### src/rtl/inv_oai_bist.sv
`default_nettype none
// ---------------------------------------------------------------------------
// inv_oai_bist : LFSR pattern BIST for a 9-group inverter/OAI slice array.
// Build option INV_OAI_BIST_MISR_EN adds a 36-bit response MISR on sig. Rev 1.0
// ---------------------------------------------------------------------------
module inv_oai_bist #(
  parameter int unsigned NUM_PAT = 256,
  parameter logic [35:0] SEED    = 36'h0_0000_0001
) (
  input  logic        ck,
  input  logic        rst,
  input  logic        start,
  output logic [40:0] a_out,
  output logic [40:0] b_out,
  input  logic [40:0] c_in,
  output logic        busy,
  output logic        done,
  output logic        pass,
  output logic [15:0] err_cnt,
  output logic [35:0] sig
);

  typedef enum logic [1:0] {
    ST_IDLE = 2'd0,
    ST_RUN  = 2'd1,
    ST_DONE = 2'd2
  } state_t;

  localparam logic [15:0] LAST_IDX = 16'(NUM_PAT - 1);

  state_t      state;
  logic [35:0] lfsr;
  logic [15:0] pat_cnt;
  logic [15:0] err_q;
  logic        busy_q;
  logic        done_q;

  logic [35:0] pat_a;
  logic [35:0] pat_b;
  logic [35:0] expect_c;
  logic [35:0] lfsr_next;
  logic        mismatch;
  logic        unused_c_hi;

  assign pat_a     = lfsr;
  assign pat_b     = {lfsr[22:0], lfsr[35:23]};
  assign lfsr_next = {lfsr[34:0], lfsr[35] ^ lfsr[24]};

  // Golden response of one slice group: three inverters plus one OAI222.
  genvar g;
  generate
    for (g = 0; g < 9; g++) begin : g_grp
      localparam int B = 4 * g;
      assign expect_c[B]   = ~pat_a[B];
      assign expect_c[B+1] = ~pat_b[B];
      assign expect_c[B+2] = ~pat_b[B+1];
      assign expect_c[B+3] = ~((pat_a[B+1] | pat_a[B+2]) &
                               (pat_b[B+1] | pat_b[B+2]) &
                               (pat_a[B+3] | pat_b[B+3]));
    end
  endgenerate

  // Bits 40:36 of the response are floating in the array.
  assign unused_c_hi = ^c_in[40:36];
  assign mismatch    = (c_in[35:0] != expect_c);

  always_ff @(posedge ck or posedge rst) begin
    if (rst) begin
      state   <= ST_IDLE;
      lfsr    <= '0;
      pat_cnt <= '0;
      err_q   <= '0;
      busy_q  <= 1'b0;
      done_q  <= 1'b0;
    end else begin
      case (state)
        ST_IDLE, ST_DONE: begin
          if (start) begin
            state   <= ST_RUN;
            busy_q  <= 1'b1;
            done_q  <= 1'b0;
            lfsr    <= SEED;
            pat_cnt <= '0;
            err_q   <= '0;
          end
        end
        ST_RUN: begin
          lfsr <= lfsr_next;
          if (mismatch && (err_q != 16'hFFFF)) begin
            err_q <= err_q + 16'd1;
          end
          if (pat_cnt == LAST_IDX) begin
            state  <= ST_DONE;
            busy_q <= 1'b0;
            done_q <= 1'b1;
          end else begin
            pat_cnt <= pat_cnt + 16'd1;
          end
        end
        default: begin
          state  <= ST_IDLE;
          busy_q <= 1'b0;
          done_q <= 1'b0;
        end
      endcase
    end
  end

`ifdef INV_OAI_BIST_MISR_EN
  logic [35:0] sig_q;

  always_ff @(posedge ck or posedge rst) begin
    if (rst) begin
      sig_q <= '0;
    end else if (state == ST_RUN) begin
      sig_q <= {sig_q[34:0], sig_q[35] ^ sig_q[24]} ^ c_in[35:0];
    end else if (start) begin
      sig_q <= '0;
    end
  end

  assign sig = sig_q;
`else
  assign sig = '0;
`endif

  assign a_out   = busy_q ? {5'b0, pat_a} : '0;
  assign b_out   = busy_q ? {5'b0, pat_b} : '0;
  assign busy    = busy_q;
  assign done    = done_q;
  assign pass    = done_q && (err_q == 16'd0);
  assign err_cnt = err_q;

endmodule
`default_nettype wire

### config.mk
export PLATFORM = sky130hd
export DESIGN_NAME = inv_oai_bist
export DESIGN_NICKNAME = d
export VERILOG_FILES = /design/src/rtl/inv_oai_bist.sv
export SDC_FILE = /design/constraint.sdc
export NUM_CORES = 1
export LEC_CHECK = 0
export ABC_AREA = 1
export CORE_UTILIZATION = 35
export DETAILED_ROUTE_END_ITERATION = 10
export DONT_BUFFER_PORTS = 1
export PLACE_DENSITY = 0.49
export SLEW_MARGIN = 25
export SYNTH_ARGS = -nofsm -noshare
export SYNTH_HDL_FRONTEND = slang
export SYNTH_SLANG_ARGS = --single-unit
### constraint.sdc
create_clock -name ck -period 6.1 [get_ports ck]
set_clock_uncertainty 0.2 [all_clocks]
set_input_delay 1.22 -clock ck [delete_from_list [all_inputs] [get_ports ck]]
set_output_delay 1.22 -clock ck [all_outputs]
set_load 0.005 [all_outputs]
== Yosys cells after proc, flatten, opt, wreduce, memory -nomap -nowiden ==
Cells that the tools add are included.
Word-level totals
  register bits after elaboration: 72
  input port bits: 44
  output and inout bits: 137
  word-level logic and storage cells: 118
Operators by class
  add/sub/neg operators: 2
  equality and inequality tests: 9
  multiplexer cells: 18
  bitwise operators: 73
  reduce and logical (&&, ||, !) cells: 10
Operator list (number)
  $mux W36: 3
  $pmux W36 S2: 1
  $pmux W16 S2: 2
  $mux W16: 3
  $ne A36 B36 Y1: 1
  $add A16 B1 Y16 const B: 2
  $not A1 Y1: 27
  $or A1 B1 Y1: 27
  $and A1 B1 Y1: 18
  $eq A16 B8 Y1 const B: 1
  $logic_not A16 Y1: 1
  $ne A16 B16 Y1 const B: 1
  $ne A2 B2 Y1 const B: 4
  $reduce_and A3 Y1: 2
  $mux W1: 4
  $mux W2: 2
  $pmux W1 S2: 2
  $pmux W2 S2: 1
  $reduce_and A2 Y1: 2
  $eq A2 B1 Y1 const B: 1
  $eq A2 B2 Y1 const B: 1
  $logic_and A1 B1 Y1: 2
  $logic_not A2 Y1: 1
  $reduce_bool A2 Y1: 1
  2 further kinds: 2

== Logic depth before layout (Yosys ltp) ==
  depth after elaboration: 8
  gate-level depth with buffers: 14
  depth with buffers taken out: 13

== Least setup slack after synthesis ==
No wires, ideal clock.
  kind: flip-flop to output port
  start point: reg busy_q, in the netlist busy
  end point: out b_out[10]
  arrival time: 1153 ps
  required time: 4680 ps
  slack: 3527 ps
  stages on the path, launching flop included: 6
  path buffers: 3
  cells stage by stage: dfrtp_1 -> clkbuf_1 -> clkbuf_1 -> nand2_1 -> inv_1 -> buf_4
Between the ends
  word-level cells in the longest chain between the ends: 1
RTL lines
  from (decl): line 35  | logic busy_q;
  from (signal assigned): line 73  | busy_q <= 1'b0;
  from (signal assigned): line 80  | busy_q <= 1'b1;
  from (signal assigned): line 94  | busy_q <= 1'b0;
  $mux W36: line 128  | assign b_out = busy_q ? {5'b0, pat_b} : '0;
  to (decl): line 14  | output logic [40:0] b_out,
No other way between the ends.

== Worst setup path after layout ==
  start point: reg busy_q, in the netlist busy
  end point: out b_out[6]
The elaborated chain is that of the path after synthesis.

==> parameters.txt <==
Parameter                              Value

Outcome
  Result of the run ... complete, no violations

Drt
  DR iter-0 viols ... between 200 and 250
  Detailed-route vias per instance ... 4.79
  Antenna Nets Post-Route ... 0
  Number of remaining DRC errors ... 0
  Wire length after detailed routing ... approximately 14000 µm
  Vias after detailed routing ... 4622
  Average wire per standard cell ... approximately 15 µm
  1st-pass router iterations ... 4

Power
  Pwr per Cell Area ... ~410 nW/µm²
  Largest vdd supply drop ... 0.158 mV
  Overall Power ... ~2.2 mW
  Leakage ... about 3.1 nW

Setup path
  Startpoint of the lowest-slack register-to-register path ... state[1]
  Required arrival time at the worst endpoint ... 4680 ps
  Worst reg2reg setup slack ... 3170 ps
  Sort of element at the end of the critical path ... primary output
  Worst Setup Path Type ... reg -> out
  Data arrival at the endpoint of the critical path ... approximately 1600 ps
  Kind of launch point of the worst setup path ... flip-flop
  Depth of the worst register-to-register path ... 5
  Worst-path fanout max ... 21
  Startpoint of the most critical setup path ... busy
  Worst setup path end ... b_out[6]
  Reg-to-Reg End ... lfsr[26]

Clock network
  Clock-pin slew of the registers on the worst-case setup and hold paths ... roughly 60 ps
  H-tree levels ... 3
  Latest clock arrival within the worst-skew pair ... ~340 ps
  Total setup buffers inserted after CTS ... 0
  Number of hold buffers added after CTS ... 0
  Number of buffers created by CTS ... 9
  Root buffer cell ... sky130_fd_sc_hd__clkbuf_16
  Clock tree from TritonCTS ... yes
  Number of buffers on the longest clock path ... 2
  CTS-repair resized insts ... 0
  Number of clock sinks seen by CTS ... 71

Synthesis
  Total number of yosys warnings ... 0
  Proportion of netlist area held by the largest area contributor ... 32.7%
  Synth area leader ... sky130_fd_sc_hd__dfrtp_1
  Cell area after synthesis ... 5440 µm²
  Ys async rst share ... 100%
  Top area cells in the synthesized netlist ... sky130_fd_sc_hd__dfrtp_1 (33%), sky130_fd_sc_hd__nand2_1 (16%), sky130_fd_sc_hd__buf_4 (11%), sky130_fd_sc_hd__inv_1 (7.4%), sky130_fd_sc_hd__nor2_1 (5.4%)
  Distinct cell type count after synthesis ... 35
  Dominant synthesized flop cell ... sky130_fd_sc_hd__dfrtp_1
  Sequential-to-total area share from yosys stat ... between 30% and 40%
  Flops & latches, synth ... just over 70
  Post-Synthesis Cells ... slightly above 800
  Count of flip-flops with a built-in enable after synthesis ... 0
  Average footprint of a synthesized cell ... 6.64 µm²

Final layout
  Area growth syn-to-layout ... -0.207%
  Antenna Cells ... 0
  Cell area after layout ... 5420 µm²
  Final Core Density ... a little over a third
  Nets@finish ... 822
  Proportion of layout cells with a drive suffix above 1 ... under 10%

STA
  TNS Setup ... 0 ps
  Measured slew at the worst slew-check pin ... around 800 ps
  Fin crit period ... slightly above 3000 ps
  Fmax ... ~0.33 GHz
  Worst hold slack across all endpoints ... approximately 330 ps
  Unrepaired setup endpoints after global routing ... no
  Normalized max-slew margin ... between 40% and 50%
  Final number of hold-violating endpoints ... 0
  Final critical-path share of the clock period ... between 40% and 50%
  Slew Limit Fails ... 0
  Number of failing setup endpoints in the final timing report ... 0

Floorplanning
  Floorplan die area ... between 15000 and 20000 µm²
  Initial core utilization ... 35.8%
  Die boundary width ... approximately 130 µm
  Count of pins on the block boundary ... 181
  Core footprint ... around 15000 µm²
  Die Height ... around 130 µm
  Row Count ... 45

Worst hold path
  HP Class ... reg -> reg

Global route
  Wire length of the first global-routing pass ... about 23000 µm
  GRT Overall Usage ... between 10% and 20%
  Largest net degree at the start of global routing ... 57
  GRT Residual Overflow ... 0
  Antenna violations before repair ... 0
  Vias in the first global route ... roughly 4.3k

Job
  Maximum Capacitance Violations ... 0

Placement
  Final weighted congestion of routability-driven global placement ... ~0.94
  Detailed Place HPWL ... 10500 µm
  IO Port Bufs ... 0
  Placed cell areas ... 5150 µm²
==> stage by stage <==
step                worst slack, ps  instances
CTS                            2980        965
floorplan                      2880        864
global placement               3300        952
detailed placement             3270        952
finish                         3050        965
global route                   2840        965
==> power by group <==
group	switching, mW	total, mW	internal [mW]	leakage, nW
combinational	0.606	0.908	0.302	2.01
clock	0.195	0.496	0.301	0.136
sequential	0.199	0.841	0.641	0.931
total	1.00	2.25	1.24	3.07
==> cells by family (layout without fill, tap and decap cells) <==
group	count (synthesis)	after routing	synth area share, %
buffers and inverters	239	152	22.6
AOI/OAI and AO/OA	68	68	7.23
adders and majority gates	3	3	0.691
DFF	71	71	32.7
other	1	46	0.0690
xor gates and xnor gates	14	14	2.26
and+or+nand+nor	423	423	34.5
==> registers in the layout (all words and copies together) (netlist names) <==
signal and count:
lfsr 36, busy 1, err_cnt 16, state 2, pat_cnt 16
==> routing by layer <==
| layer | routed length (µm) | track usage (%) | part of all wire [%] |
|---|---|---|---|
| met1 | 6260 | 22.7 | 45 |
| met2 | 6690 | 30.4 | 48 |
| met3 | 817 | 5.44 | 5.8 |
| met4 | 266 | 5.60 | 1.9 |
| met5 | 0 | 0 | 0 |
==> how the worst min path moves through the flow <==
stage	start	to	slack (ps)	cells after the start
floorplan	pat_cnt[1]	pat_cnt[1]	290	2
global placement	pat_cnt[1]	pat_cnt[1]	320	2
detailed placement	state[0]	busy	330	3
CTS	state[0]	busy	340	3
global route	pat_cnt[1]	pat_cnt[1]	380	2
finish	state[0]	busy	330	3
==> synth_stat cells, drive strengths merged, types with 2 or more instances <==
cell      n
xor2     10
o21ai    18
nand3    68
xnor2     4
nand2   242
nor2     80
inv     135
nor4      8
nor3      7
buf      93
clkbuf   11
dfrtp    71
and2      2
a21oi     9
ha        3
nand4    14
o22ai    39
==> final cells by class <==
type,instances,area [µm²]
fill,1654,9780
inverter,135,508
sequential,71,1780
tap,188,235
timing repair buffer,4,30.0
multi-input combinational,554,2600
clock inverter,1,5.00
clock buffer,12,267
==> critical path: stages (launching register included) <==
cell	delay [ps]
sky130_fd_sc_hd__dfrtp_1	730
sky130_fd_sc_hd__buf_4	360
sky130_fd_sc_hd__nand2_1	100
sky130_fd_sc_hd__inv_1	100
==> placed cells by master, fill, tap and decap left out, types with 4 or more instances in the layout <==
cell	Yosys	layout
sky130_fd_sc_hd__a21oi_1	9	9
sky130_fd_sc_hd__o21ai_1	10	10
sky130_fd_sc_hd__xor2_1	10	10
sky130_fd_sc_hd__conb_1	1	46
sky130_fd_sc_hd__nor4_1	8	8
sky130_fd_sc_hd__nand3_2	12	12
sky130_fd_sc_hd__nand2_2	3	4
sky130_fd_sc_hd__inv_2	28	28
sky130_fd_sc_hd__nor2_1	78	78
sky130_fd_sc_hd__buf_4	82	4
sky130_fd_sc_hd__nand4_1	14	14
sky130_fd_sc_hd__o21ai_0	8	8
sky130_fd_sc_hd__dfrtp_1	71	71
sky130_fd_sc_hd__inv_1	107	106
sky130_fd_sc_hd__nand3_1	55	55
sky130_fd_sc_hd__nand2_1	238	237
sky130_fd_sc_hd__xnor2_1	4	4
sky130_fd_sc_hd__clkbuf_16	0	9
sky130_fd_sc_hd__o22ai_1	39	39
sky130_fd_sc_hd__nor3_1	5	5
Note: power is estimated with default switching activity, not from simulation.
